### src/rtl/stim_cmd_parser.sv
// stim_cmd_parser
//   Assembles 9-byte stimulation command frames from the UART byte stream:
//     0xAA, mode, bfreq_hi, bfreq_lo, pfreq_hi, pfreq_lo, ton_hi, ton_lo, csum
//   csum is the modulo-256 sum of bytes 1..7. A frame is published to the
//   parameter outputs only if the checksum matches and every field is in range.
//   Otherwise the previous parameters stay active.
//
//   Optional feature (macro STIM_CMD_ACK_EN): one cycle after a frame is
//   accepted or rejected, tx_start pulses with an acknowledge byte on tx_data.
//   The byte is 0x55 on accept and 0xE0|err_code on reject. Without the macro,
//   tx_data and tx_start are tied to 0.
//
// Ports
//   sys_clk, sys_rst_n     clock and asynchronous active-low reset
//   rx_data, rx_valid      UART byte and its one-cycle strobe
//   stim_mode, burst_freq, pulse_freq, igbt_on_time
//                          published stimulation parameters
//   params_valid           set once any frame has been accepted
//   param_update           one-cycle strobe when the parameters change
//   frame_err, err_code    reject strobe and its cause
//                          (1 = checksum, 2 = range, 3 = timeout);
//                          err_code holds until the next reject
//   tx_data, tx_start      acknowledge byte and its send strobe
module stim_cmd_parser #(
  parameter int CLK_FREQ_MHZ    = 50,
  parameter int BYTE_TIMEOUT_US = 2000,
  parameter int MAX_MODE        = 4,
  parameter int MAX_PULSE_FREQ  = 100,
  parameter int MAX_ON_TIME_US  = 1000
) (
  input  logic        sys_clk,
  input  logic        sys_rst_n,
  input  logic [7:0]  rx_data,
  input  logic        rx_valid,
  output logic [3:0]  stim_mode,
  output logic [11:0] burst_freq,
  output logic [11:0] pulse_freq,
  output logic [15:0] igbt_on_time,
  output logic        params_valid,
  output logic        param_update,
  output logic        frame_err,
  output logic [1:0]  err_code,
  output logic [7:0]  tx_data,
  output logic        tx_start
);

  localparam int PW = (CLK_FREQ_MHZ > 1) ? $clog2(CLK_FREQ_MHZ) : 1;
  localparam int GW = $clog2(BYTE_TIMEOUT_US + 1);

  typedef enum logic [1:0] {IDLE, PAYLOAD, CSUM, CHECK} state_t;

  state_t          state, state_nxt;
  logic [7:0]      rx_byte_q;
  logic            rx_vld_q;
  logic [6:0][7:0] sh;        // shadow copy of payload bytes 1..7
  logic [2:0]      idx;
  logic [7:0]      sum;
  logic            csum_ok;
  logic [PW-1:0]   presc;
  logic [GW-1:0]   gap;

  logic            frame_act, timeout, range_ok;
  logic            accept, reject;
  logic [1:0]      rej_code;
  logic [15:0]     bf, pf, ton;

  assign bf  = {sh[1], sh[2]};
  assign pf  = {sh[3], sh[4]};
  assign ton = {sh[5], sh[6]};

  // Upper nibble of each frequency hi byte must be zero, which also bounds
  // burst_freq to 4095.
  assign range_ok = (sh[0] <= 8'(MAX_MODE)) &&
                    (bf[15:12] == 4'd0) &&
                    (pf[15:12] == 4'd0) && (pf[11:0] != 12'd0) &&
                    (pf[11:0] <= 12'(MAX_PULSE_FREQ)) &&
                    (ton != 16'd0) && (ton <= 16'(MAX_ON_TIME_US));

  assign frame_act = (state == PAYLOAD) || (state == CSUM);
  assign timeout   = frame_act && (gap == GW'(BYTE_TIMEOUT_US));

  always_ff @(posedge sys_clk or negedge sys_rst_n) begin
    if (!sys_rst_n) state <= IDLE;
    else            state <= state_nxt;
  end

  always_comb begin
    state_nxt = state;
    accept    = 1'b0;
    reject    = 1'b0;
    rej_code  = 2'd0;
    case (state)
      IDLE:    if (rx_vld_q && rx_byte_q == 8'hAA) state_nxt = PAYLOAD;
      PAYLOAD: begin
        if (timeout) begin
          reject = 1'b1; rej_code = 2'd3; state_nxt = IDLE;
        end else if (rx_vld_q && idx == 3'd6) begin
          state_nxt = CSUM;
        end
      end
      CSUM: begin
        if (timeout) begin
          reject = 1'b1; rej_code = 2'd3; state_nxt = IDLE;
        end else if (rx_vld_q) begin
          state_nxt = CHECK;
        end
      end
      CHECK: begin
        // Any byte seen here is dropped, header or not.
        state_nxt = IDLE;
        if (!csum_ok)       begin reject = 1'b1; rej_code = 2'd1; end
        else if (!range_ok) begin reject = 1'b1; rej_code = 2'd2; end
        else                accept = 1'b1;
      end
      default: state_nxt = IDLE;
    endcase
  end

  // The input bytes are registered before the FSM sees them. Outputs therefore
  // move two edges after the edge that samples the checksum byte.
  always_ff @(posedge sys_clk or negedge sys_rst_n) begin
    if (!sys_rst_n) begin
      rx_byte_q <= '0;
      rx_vld_q  <= 1'b0;
      sh        <= '0;
      idx       <= '0;
      sum       <= '0;
      csum_ok   <= 1'b0;
    end else begin
      rx_byte_q <= rx_data;
      rx_vld_q  <= rx_valid;
      case (state)
        IDLE: if (rx_vld_q && rx_byte_q == 8'hAA) begin
          idx <= '0;
          sum <= '0;
        end
        PAYLOAD: if (rx_vld_q && !timeout) begin
          sh[idx] <= rx_byte_q;
          sum     <= sum + rx_byte_q;
          idx     <= idx + 3'd1;
        end
        CSUM: if (rx_vld_q && !timeout) csum_ok <= (rx_byte_q == sum);
        default: ;
      endcase
    end
  end

  // Inter-byte gap timer. It is held at zero outside a frame and restarts on
  // every byte. The prescaler restarts with it, so the limit is an exact
  // number of clocks.
  always_ff @(posedge sys_clk or negedge sys_rst_n) begin
    if (!sys_rst_n) begin
      presc <= '0;
      gap   <= '0;
    end else if (!frame_act || rx_vld_q) begin
      presc <= '0;
      gap   <= '0;
    end else if (presc == PW'(CLK_FREQ_MHZ - 1)) begin
      presc <= '0;
      if (gap != GW'(BYTE_TIMEOUT_US)) gap <= gap + GW'(1);
    end else begin
      presc <= presc + PW'(1);
    end
  end

  always_ff @(posedge sys_clk or negedge sys_rst_n) begin
    if (!sys_rst_n) begin
      stim_mode    <= '0;
      burst_freq   <= '0;
      pulse_freq   <= '0;
      igbt_on_time <= '0;
      params_valid <= 1'b0;
      param_update <= 1'b0;
      frame_err    <= 1'b0;
      err_code     <= '0;
    end else begin
      param_update <= accept;
      frame_err    <= reject;
      if (accept) begin
        stim_mode    <= sh[0][3:0];
        burst_freq   <= bf[11:0];
        pulse_freq   <= pf[11:0];
        igbt_on_time <= ton;
        params_valid <= 1'b1;
      end
      if (reject) err_code <= rej_code;
    end
  end

`ifdef STIM_CMD_ACK_EN
  // err_code is already updated when frame_err is high, so the reject byte
  // can be built directly from it.
  always_ff @(posedge sys_clk or negedge sys_rst_n) begin
    if (!sys_rst_n) begin
      tx_data  <= '0;
      tx_start <= 1'b0;
    end else begin
      tx_start <= param_update | frame_err;
      if (param_update)   tx_data <= 8'h55;
      else if (frame_err) tx_data <= {6'b111000, err_code};
    end
  end
`else
  assign tx_data  = 8'h00;
  assign tx_start = 1'b0;
`endif

endmodule

### config.mk
export PLATFORM = sky130hd
export DESIGN_NAME = stim_cmd_parser
export DESIGN_NICKNAME = d
export VERILOG_FILES = /design/src/rtl/stim_cmd_parser.sv
export SDC_FILE = /design/constraint.sdc
export NUM_CORES = 1
export LEC_CHECK = 0
export CORE_MARGIN = 3
export CORE_UTILIZATION = 25
export DETAILED_ROUTE_END_ITERATION = 16
export MAX_ROUTING_LAYER = met4
export SETUP_SLACK_MARGIN = 0.4
export SYNTH_ARGS = -nofsm -noshare
export SYNTH_HDL_FRONTEND = slang
export SYNTH_SLANG_ARGS = --single-unit
export TNS_END_PERCENT = 1
### constraint.sdc
create_clock -name sys_clk -period 2.24 [get_ports sys_clk]
set_input_delay 0.448 -clock sys_clk [delete_from_list [all_inputs] [get_ports sys_clk]]
set_output_delay 0.448 -clock sys_clk [all_outputs]
set_load 0.05 [all_outputs]
# Word level (Yosys, flattened, before mapping)
# Cells that the tools add are included.
# Widths: inputs -> output; s select.
# word_totals
reg_bits	145
in_bits	11
output_inout_bits	58
# op_classes
addsub	4
n_lt_le_gt_ge	5
n_eq_ne	13
mux	31
n_reduce_logical	29
# ops
op	count
$bwmux 56	1
$mux 11	3
$demux 8 s3	1
$mux 8	3
$le 16x10->1 const B	1
$mux 2	8
$pmux 8 s2	1
$reduce_bool 16->1	1
$le 12x7->1 const B	1
$mux 6	2
$reduce_bool 12->1	1
$add 11x1->11 const B	1
$eq 11x11->1 const B	1
$logic_and 1x1->1	11
$ne 11x11->1 const B	1
$add 8x8->8	1
$eq 8x8->1	1
$eq 8x8->1 const B	1
$le 8x3->1 const B	1
$logic_not 4->1	2
$pmux 2 s4	1
$add 6x1->6 const B	1
$eq 6x6->1 const B	1
$mux 1	6
other kinds (21)	30

# Logic depth before layout (Yosys ltp)
# Gate-level depths: netlist of run 1.
# logic_depth
ltp_word	10
mapped_depth	9
mapped_depth_nobuf	7

# Worst setup path after synthesis of run 1
# No wires, ideal clock.
# synth_path
path_type	flip-flop to flip-flop
startpoint	register gap[0]
endpoint	register sh[48] in the netlist's numbering
setup_time_ps	125
arrival_time_ps	2104
required_time_ps	2115
setup_slack_ps	11
path_stages_with_launch	9
n_path_buf	1
synth_period_minus_slack_ps	2229
cell_sequence	dfrtp_1 -> inv_1 -> ha_1 -> and4b_1 -> and3_4 -> and2_1 -> buf_6 -> nor4b_4 -> mux2_2
# synth_via
elab_chain_len	5
# synth_rtl
item	line	rtl
start: declaration	60	logic [GW-1:0] gap;
start signal: assignment	160	if (gap != GW'(BYTE_TIMEOUT_US)) gap <= gap + GW'(1);
$eq 11x11->1	80	assign timeout = frame_act && (gap == GW'(BYTE_TIMEOUT_US));
$logic_and 1x1->1	80	
$logic_not 1->1	137	PAYLOAD: if (rx_vld_q && !timeout) begin
$logic_and 1x1->1	137	
$reduce_and 2->1 (no line)	-	
end signal: indexed assignment	138	sh[idx] <= rx_byte_q;
end: declaration	55	logic [6:0][7:0] sh;
# Every way passes these cells.
# A chain may end at the register's enable or synchronous reset.

# Worst setup path after layout of run 1
# layout_path
startpoint	register pulse_freq[6]
endpoint	output port pulse_freq[6]
# layout_lines
item	line	rtl
start: declaration	37	output logic [11:0] pulse_freq,
start signal: assignment	182	pulse_freq <= pf[11:0];
# No word-level cell between the ends.

==> results.md, run 1 <==
- Status: completed
- Num CTS Buffers: 17
- Worst EP arrival: 1.62 ns
- DP Worst Slack: 0.100 ns
- Worst relative slew slack: 0.607
- Initial antenna violation count: 0
- Max Cap Viol: 0
- Top cells by area, synth: dfrtp_1 (57%), mux2_2 (16%), ha_1 (3.5%)
- Multi-input gate area: about 2600 sq um
- Fill cell total of the finished layout: 2459
- First drt pass iteration count: 4
- DIE HEIGHT: 166 um
- Fin cells: between 900 and 1000
- Via-to-Cell Ratio: 4.42
- First-pass GRT wire length: 22300 um
- Critical path class: register to output port
- Synth Flop Type: dfrtp_1
- DRT iter0 DRCs: around 290
- Largest stage delay on the critical path: 0.82 ns
- Crit path launch: pulse_freq[6]
- Slowest stage cell, crit path: clkdlybuf4s50_1
- Most common cell in the synthesized netlist: dfrtp_1
- Layout cells sized above 1: 0.278
- Critical Path RT: 1.79 ns
- Max Clock Freq: 484 MHz
- Leakage power: 3.68 nW
- Largest net degree at the start of global routing: 59
- EDFF count, synth: 0
- Sum Neg Setup Slack: 0 ns
- Warnings, synthesis: 0
- Tmin final: 2.07 ns
- Setup-violating endpoint count in the final report: 0
- Tot GR Track Use: 0.110
- Antenna diodes: 0
- Worst r2r path cells: 6
- Final instance area: 8180 sq um
- WL/cell: 14.8 um
- Register area share after synthesis: 0.570
- Clock slew seen by the registers of the worst setup and hold paths: 0.06 ns
- Crit. End Element: output port
- Antenna Nets Post-Route: 0
- Synth area leader: dfrtp_1
- R2r startpoint: pf[13]
- Root Buffer: clkbuf_16
- CTS H-tree lvls: 4
- NumNets Final: 626
- Clock Tree Buf Depth: 2
- Post-placement cell count: 899
- Rows: between 50 and 60
- Worst min path class: input pin to asynchronous set/reset pin
- Area Overhead vs Synth: 28.5%
- Count of cell types in the netlist: 50
- Initial core utilization: 0.258
- Hold Vio Cnt, Final: 0
- Vias in the first global route: 4129
- Top cells by count, synth: dfrtp_1 (145), mux2_2 (89), nand2_1 (28), nor2_1 (27), ha_1 (18)
- I/O pin total: 69
- RD Place Congestion: slightly above 0.8
- Synth async-reset ratio: 1.00
- Startpoint types: register
- Tightest Pin Transition: approximately 0.6 ns
- RSZ-0062 raised after global routing: yes
- Setup ws final: around 0.17 ns
- Die ar.: ~27000 sq um
- CP Cell Sequence: clkdlybuf4s50_1
- Clk_skew: ~0.019 ns
- Mapped Cells: 504
- Die Wd: 166 um
- Flop2flop setup slack: roughly 0.20 ns
- Clk sink count: 145
- Placed cell area: ~7500 sq um
- Final period util: 0.923
- Crit path buf inv count: 1
- Area share of the largest cell type after synthesis: 0.570
- Routed vias: 4116
- Slew Limit Fails: 0
- Critical path fanouts, max: 2
- FF/Latch Area: roughly 3600 sq um
- Syn Area/Cell: about 13 sq um
- Dpl hpwl: 9750 um
- DRC violations left: 0
- Synth Cell Area: about 6400 sq um
- CTS tree: done
- Routed Wire Length: 13800 um
- Worst-Skew Late Latency: 0.43 ns
- CP top delay family: buffers and inverters
- R2r endpoint: pulse_freq[1]
- Core Region: around 25000 sq um
- VDD IR max: ~550 uV
- Remaining global-route overflow: 0
- #FFs+latches synth: 145
- Port Buf Inserts: 59
- Pwr Density: 1080 nW/um^2
state kept, by name (all words and copies together), names as in the netlist:
| register | flops |
|---|---|
| sh | 24 |
| param_update | 1 |
| idx | 3 |
| burst_freq | 12 |
| rx_vld_q | 1 |
| gap | 11 |
| stim_mode | 4 |
| rx_byte_q | 8 |
| state | 2 |
| csum_ok | 1 |
| sum | 8 |
| err_code | 2 |
| frame_err | 1 |
| pulse_freq | 12 |
| igbt_on_time | 16 |
| pf | 16 |
| params_valid | 1 |
| bf | 16 |
| presc | 6 |
logic make-up (layout without fill, tap and decap cells):
logic type / after synthesis / count (layout) / synth area share
xor gates and xnor gates: 17 / 17 / 0.0234
muxes: 89 / 89 / 0.157
and+or+nand+nor: 141 / 141 / 0.123
AOI/OAI and AO/OA: 56 / 56 / 0.0568
buffers and inverters: 36 / 132 / 0.0297
adders and majority gates: 19 / 19 / 0.0385
other: 1 / 9 / 0.000589
DFF: 145 / 145 / 0.570
metrics by stage:
stage               hold slack, ns  utilization  power (mW)
finish                      0.0130        0.332        8.83
global route                0.0454        0.332        9.37
global placement             0.450        0.304        5.94
detailed placement           0.471        0.304        5.99
CTS                         0.0295        0.329        8.84
floorplan                    0.152            -        5.22
routing by layer:
layer	routed length (um)	vias to the layer above	track usage
met5	0	-	-
met4	216	0	0.0359
met3	453	13	0.0277
met2	6390	73	0.162
met1	6740	2064	0.147
li1	-	1966	-
layout make-up:
class | count | share of cell area
Timing Repair Buffer | 89 | 0.107
Multi-Input combinational cell | 331 | 0.323
Clock inverter | 13 | 0.0188
Sequential cell | 145 | 0.443
Clock buffer | 18 | 0.0525
Inverter | 12 | 0.00551
Tap cell | 324 | 0.0495
how the worst max path moves through the flow:
stage / cells after the start / endpoint
floorplan: 8 / sh[48]
global placement: 8 / sh[48]
detailed placement: 8 / sh[51]
CTS: 1 / burst_freq[5]
global route: 6 / pulse_freq[1]
finish: 1 / pulse_freq[6]
power by group:
part           internal [mW]  switching, mW
clock network           1.66           1.16
logic                   1.12           1.18
registers               3.23          0.493
layout by cell type, fill, tap and decap left out, types with 4 or more instances in the layout:
cell type,instances
a21oi_1,11
and2_1,16
buf_12,4
buf_4,24
clkbuf_16,17
clkdlybuf4s50_1,54
clkinvlp_4,4
conb_1,9
dfrtp_1,145
ha_1,17
inv_1,12
inv_6,4
mux2_2,89
nand2_1,25
nand2b_1,6
nand3_1,17
nand4_1,8
nor2_1,27
nor3_1,6
nor4_1,9
o21ai_0,13
o31ai_1,9
xnor2_1,9
xor2_1,8
what timing repair did:
action | CTS | global route
endpoints found under the setup margin | 166 | 169
hold buffers | 0 | 0
gates resized for setup | 5 | 15
buffers inserted | 2 | 0
pin swaps | 0 | 2
Power figures use the tool's default switching activity.
==> run 2: changes to the inputs <==
--- a/config.mk
+++ b/config.mk
@@ -5,11 +5,13 @@
 export SDC_FILE = /design/constraint.sdc
 export NUM_CORES = 1
 export LEC_CHECK = 0
-export CORE_MARGIN = 3
+export CAP_MARGIN = 5
+export CORE_MARGIN = 2
 export CORE_UTILIZATION = 25
 export DETAILED_ROUTE_END_ITERATION = 16
 export MAX_ROUTING_LAYER = met4
 export SETUP_SLACK_MARGIN = 0.4
+export SKIP_LAST_GASP = 1
 export SYNTH_ARGS = -nofsm -noshare
 export SYNTH_HDL_FRONTEND = slang
 export SYNTH_SLANG_ARGS = --single-unit
==> run 2 against run 1 <==
Net effect: the run now ends with negative hold slack left; sequential cell count did not move; cell count rose by 1.5%; via count rose by 0.80%; combinational power rose by 3%; sequential share of layout area fell by 0.62 points; largest power group unchanged.
==> results.md, run 2 (synthesis gave the netlist of run 1 again) <==
- Max reg flops: 24
- R2r endpoint: sh[51]
- Antenna diodes: 0
- R2r startpoint: gap[0]
- Failing checks: negative hold slack
- Most frequent cells in the layout: dfrtp_1 (144), mux2_2 (81), clkdlybuf4s50_1 (56), buf_4 (33), nor2_1 (27)
- Rows: 58
- Clock Tree Buf Depth: 2
- RD Place Congestion: about 0.74
- Fin Hold WS: -0.00510 ns
- DIE HEIGHT: 164 um
- Worst relative slew slack: 0.608
- Num CTS Buffers: 17
- CTS tree: done
- Vias in the first global route: 4137
- Fill cell total of the finished layout: 2506
- Core Region: 25100 sq um
- Startpoint types: register
- Critical path class: register to output port
- Die Wd: 164 um
- CP Cell Sequence: clkdlybuf4s50_1
- Crit. End Element: output port
- Port Buf Inserts: 59
- Routed Wire Length: 13800 um
- Worst r2r path cells: 8
- Worst-Skew Late Latency: 0.42 ns
- Clock slew seen by the registers of the worst setup and hold paths: around 0.060 ns
- Area Overhead vs Synth: 30.4%
- DRT iter0 DRCs: 238
- Dpl hpwl: 9710 um
- RSZ-0062 raised after global routing: yes
- Root Buffer: clkbuf_16
- WL/cell: 14.6 um
- Largest stage delay on the critical path: ~0.83 ns
- Critical Path RT: 1.79 ns
- Crit path launch: err_code[0]
- CP top delay family: buffers and inverters
- First drt pass iteration count: 4
- Pwr Density: between 1000 and 1500 nW/um^2
- DRC violations left: 0
- Max Clock Freq: roughly 490 MHz
- Flop2flop setup slack: 0.23 ns
- Most common cell after layout, fill and taps aside: dfrtp_1
- CTS H-tree lvls: 4
- Crit path buf inv count: 1
- Die ar.: around 27000 sq um
- Sum Neg Setup Slack: 0 ns
- VDD IR max: around 680 uV
- Critical path fanouts, max: 2
- Tmin final: ~2.1 ns
- Worst min path class: input pin to asynchronous set/reset pin
- Worst EP arrival: 1.61 ns
- Post-placement cell count: 910
- Net Switching: about 2.8 mW
- NumNets Final: 633
- Initial core utilization: 0.253
- Clk sink count: 145
- P_int: roughly 6.2 mW
- Reg power frac: 0.411
- Remaining global-route overflow: 0
- Clock group share of total power: 0.325
- Tot GR Track Use: 0.112
- Largest reg by FF count: sh
- Antenna Nets Post-Route: 0
- Initial antenna violation count: 0
- First-pass GRT wire length: between 20000 and 25000 um
- Clk_skew: approximately 0.014 ns
- Leakage power: 3.73 nW
- Slowest stage cell, crit path: clkdlybuf4s50_1
- Tightest Pin Transition: 0.588 ns
- Final period util: 0.918
- FF/Latch Area: 3630 sq um
- Slew Limit Fails: 0
- Multi-input gate area: about 2700 sq um
- Routed vias: 4149
- Via-to-Cell Ratio: 4.39
- Largest net degree at the start of global routing: 58
- Fin cells: 946
- Status: finished with violations
- I/O pin total: roughly 70
- Hold Vio Cnt, Final: 2
- Switch share: 0.309
- Max Cap Viol: 0
- Setup-violating endpoint count in the final report: 0
- Combinational Power Share: 0.263
- Layout cells sized above 1: 0.291
[run 2: area by class of cell]
cell class	count	area share
multi-input cells	331	0.324
well taps	330	0.0497
repair buffers	96	0.110
inverters	12	0.00543
flip-flops and latches	145	0.437
clock buffers	21	0.0555
clock inverters	11	0.0184
[run 2: power by group through the flow]
stage	combinational (mW)	clock, mW	sequential [mW]
final	2.38	2.94	3.71
after detailed placement	2.27	0	3.74
after global placement	2.24	0	3.73
after global routing	2.67	3.14	3.80
after CTS	2.28	3.01	3.70
after floorplan	1.60	0	3.61
[run 2: metal layers]
layer  vias to the layer above  wire [um]  track usage
li1                       1989          -            -
met1                      2074       6370        0.135
met2                        71       6810        0.183
met3                        15        394       0.0267
met4                         0        197       0.0407
met5                         -          0            -
[run 2: worst max path at each step]
| stage | endpoint | slack, ns | depth (start not counted) |
|---|---|---|---|
| 5_1_grt | igbt_on_time[4] | 0.14 | 6 |
| 2_1_floorplan | sh[48] | 0.01 | 8 |
| 6_report | err_code[0] | 0.18 | 1 |
| 3_5_place_dp | sh[51] | 0.05 | 8 |
| 3_3_place_gp | sh[48] | 0.1 | 8 |
| 4_1_cts | sh[51] | 0.13 | 8 |
[run 2: metrics by stage]
step / total power, mW / worst slack (ns) / util / instance area (sq um)
2_1_floorplan: 5.22 / 0.0113 / - / 6390
3_3_place_gp: 5.97 / 0.0952 / 0.300 / 7540
3_5_place_dp: 6.01 / 0.0471 / 0.300 / 7540
4_1_cts: 8.98 / 0.125 / 0.325 / 8170
5_1_grt: 9.60 / 0.137 / 0.331 / 8300
6_report: 9.03 / 0.185 / 0.331 / 8300
[run 2: worst reg2reg max path: stages (launching register included)]
cell and delay [ns]:
dfrtp_1 0.37, inv_2 0.06, ha_4 0.14, and4b_2 0.26
and3_4 0.20, and2_4 0.15, nor4b_4 0.22, buf_6 0.20
mux2_4 0.32
[run 2: what timing repair did]
action                     in CTS  in global routing
pin swaps                       0                  4
hold buffers                    0                  0
resized for setup               2                 26
setup endpoints to repair     167                170
setup buffers                   2                  2
==> run 3: changes to the inputs <==
--- a/config.mk
+++ b/config.mk
@@ -15,4 +15,3 @@
 export SYNTH_ARGS = -nofsm -noshare
 export SYNTH_HDL_FRONTEND = slang
 export SYNTH_SLANG_ARGS = --single-unit
-export TNS_END_PERCENT = 1
==> run 3 against run 2 <==
Net effect: critical path type is now register to register; total power increased by 3.3%; first-iteration DRC count increased by 8.8%; non-clock buffer count increased by 6; core utilization increased by 1.3 points; via count increased by 1.8%; the flow still finishes with violations (negative hold slack); critical endpoint is now pf[10]; sequential share of layout area decreased by 1.7 points.
==> results.md, run 3 (synthesis gave the netlist of run 1 again) <==
- Clock Tree Buf Depth: 2
- DRT iter0 DRCs: 259
- Dpl hpwl: 9410 um
- Remaining global-route overflow: 0
- Clk_skew: 0.00848 ns
- Slowest stage cell, crit path: dfrtp_1
- Worst-Skew Late Latency: 0.42 ns
- DIE HEIGHT: between 150 and 200 um
- Worst min path class: input pin to asynchronous set/reset pin
- Largest reg by FF count: sh
- Most frequent cells in the layout: dfrtp_1 (144), mux2_2 (58), dlygate4sd2_1 (47), mux2_4 (31), buf_4 (28)
- Initial antenna violation count: 0
- Area Overhead vs Synth: 35.6%
- Cell mode on critical path: buf_6
- Clock slew seen by the registers of the worst setup and hold paths: 0.06 ns
- VDD IR max: 559 uV
- RSZ-0062 raised after global routing: yes
- CTS H-tree lvls: 4
- Root Buffer: clkbuf_16
- Antenna diodes: 0
- Crit path buf inv count: 3
- Die ar.: 26800 sq um
- Status: finished with violations
- Die Wd: 164 um
- Failing checks: negative hold slack
- Sum Neg Setup Slack: 0 ns
- CP top delay family: simple AND/OR/NAND/NOR gates
- Max Cap Viol: 0
- Vias in the first global route: around 4300
- Routed Wire Length: about 14000 um
- Max reg flops: 24
- CTS tree: done
- Setup-violating endpoint count in the final report: 0
- Fin Hold WS: -0.000930 ns
- Tot GR Track Use: 0.113
- NumNets Final: around 640
- Clk sink count: 145
- Port Buf Inserts: 59
- Startpoint types: register
- Antenna Nets Post-Route: 0
- Via-to-Cell Ratio: 4.44
- Critical Path RT: around 2.5 ns
- Largest stage delay on the critical path: 0.37 ns
- Slew Limit Fails: 0
- Crit. End Element: register
- Pwr Density: 1080 nW/um^2
- Tmin final: 2.03 ns
- Post-placement cell count: 901
- CTS Hold Bufs: 0
- First-pass GRT wire length: 22900 um
- Most common cell after layout, fill and taps aside: dfrtp_1
- Core Region: 25100 sq um
- Fin cells: 951
- Max Clock Freq: 494 MHz
- Critical path fanouts, max: 8
- Routed vias: 4222
- Tightest Pin Transition: ~0.58 ns
- Leakage power: 4.07 nW
- DRC violations left: 0
- Num CTS Buffers: 17
- Layout cells sized above 1: 0.343
- CP Cell Sequence: inv_2, ha_4, and4b_2, buf_6, nand4_1, nand2_2, nor3_4, buf_6, mux2_2
- Worst EP arrival: 2.32 ns
- First drt pass iteration count: 4
- Largest net degree at the start of global routing: 56
- Final period util: 0.904
- Power Total: ~9.3 mW
- RD Place Congestion: approximately 0.82
- Worst relative slew slack: 0.613
- Initial core utilization: 0.253
- Critical path class: register to register
- Rows: 58
- Hold Vio Cnt, Final: 2
- I/O pin total: roughly 70
- WL/cell: 15.1 um
==> run 3: changes by cell type in the layout (fill, tap and decap cells not counted), sizes merged, moves of 2 or more <==
cell and change:
clkbuf +3, buf +4, dlygate4sd2 +46, clkdlybuf4s50 -47
bufinv -2, clkinv -2, clkdlybuf4s15 +2
==> run 3: what timing repair did <==
item,4_1_cts,5_1_grt
cloned,0,4
pin swaps,11,7
resized for setup,92,34
endpoints found under the setup margin,165,121
setup buffers,10,5
==> run 3: worst paths after layout <==
check	depth (start not counted)	endpoint	start	slack, ns
setup / recovery	9	pf[10]	gap[0]	0.21
hold / removal	1	sum[4]	sys_rst_n	-0.0009
setup reg to reg	9	pf[10]	gap[0]	0.21
hold reg to reg	1	params_valid	params_valid	0.47
max in group asynchronous	2	igbt_on_time[12]	sys_rst_n	1.64
min in group sys_clk	1	rx_byte_q[7]	rx_data[7]	0.47
==> run 3: layer usage <==
layer,global-route usage,share of wire
met1,0.143,0.46
met2,0.176,0.48
met3,0.0279,0.037
met4,0.0387,0.017
met5,-,0
==> run 3: power breakdown <==
| part | switching [mW] | internal (mW) | leakage [nW] |
|---|---|---|---|
| combinational | 1.36 | 1.45 | 1.87 |
| clock | 1.11 | 1.63 | 0.270 |
| sequential | 0.552 | 3.23 | 1.92 |
| total | 3.03 | 6.30 | 4.07 |
==> run 3: per-stage QoR <==
step                      instance area, sq um  utilization  setup slack (ns)  hold slack, ns
after floorplan                           6510            -            0.0261           0.152
after global placement                    7580        0.302             0.148           0.448
after detailed placement                  7580        0.302            0.0989           0.465
after CTS                                 8360        0.333             0.196          0.0222
after global routing                      8630        0.344             0.118          0.0452
final                                     8630        0.344             0.214       -0.000930
==> run 3: layout make-up <==
type / instances / area [sq um]
fill: 2510 / 16500
sequential: 145 / 3630
multi-input combinational: 331 / 2980
timing repair buffer: 102 / 985
clock buffer: 22 / 474
tap: 330 / 413
clock inverter: 9 / 96.3
inverter: 12 / 48.8
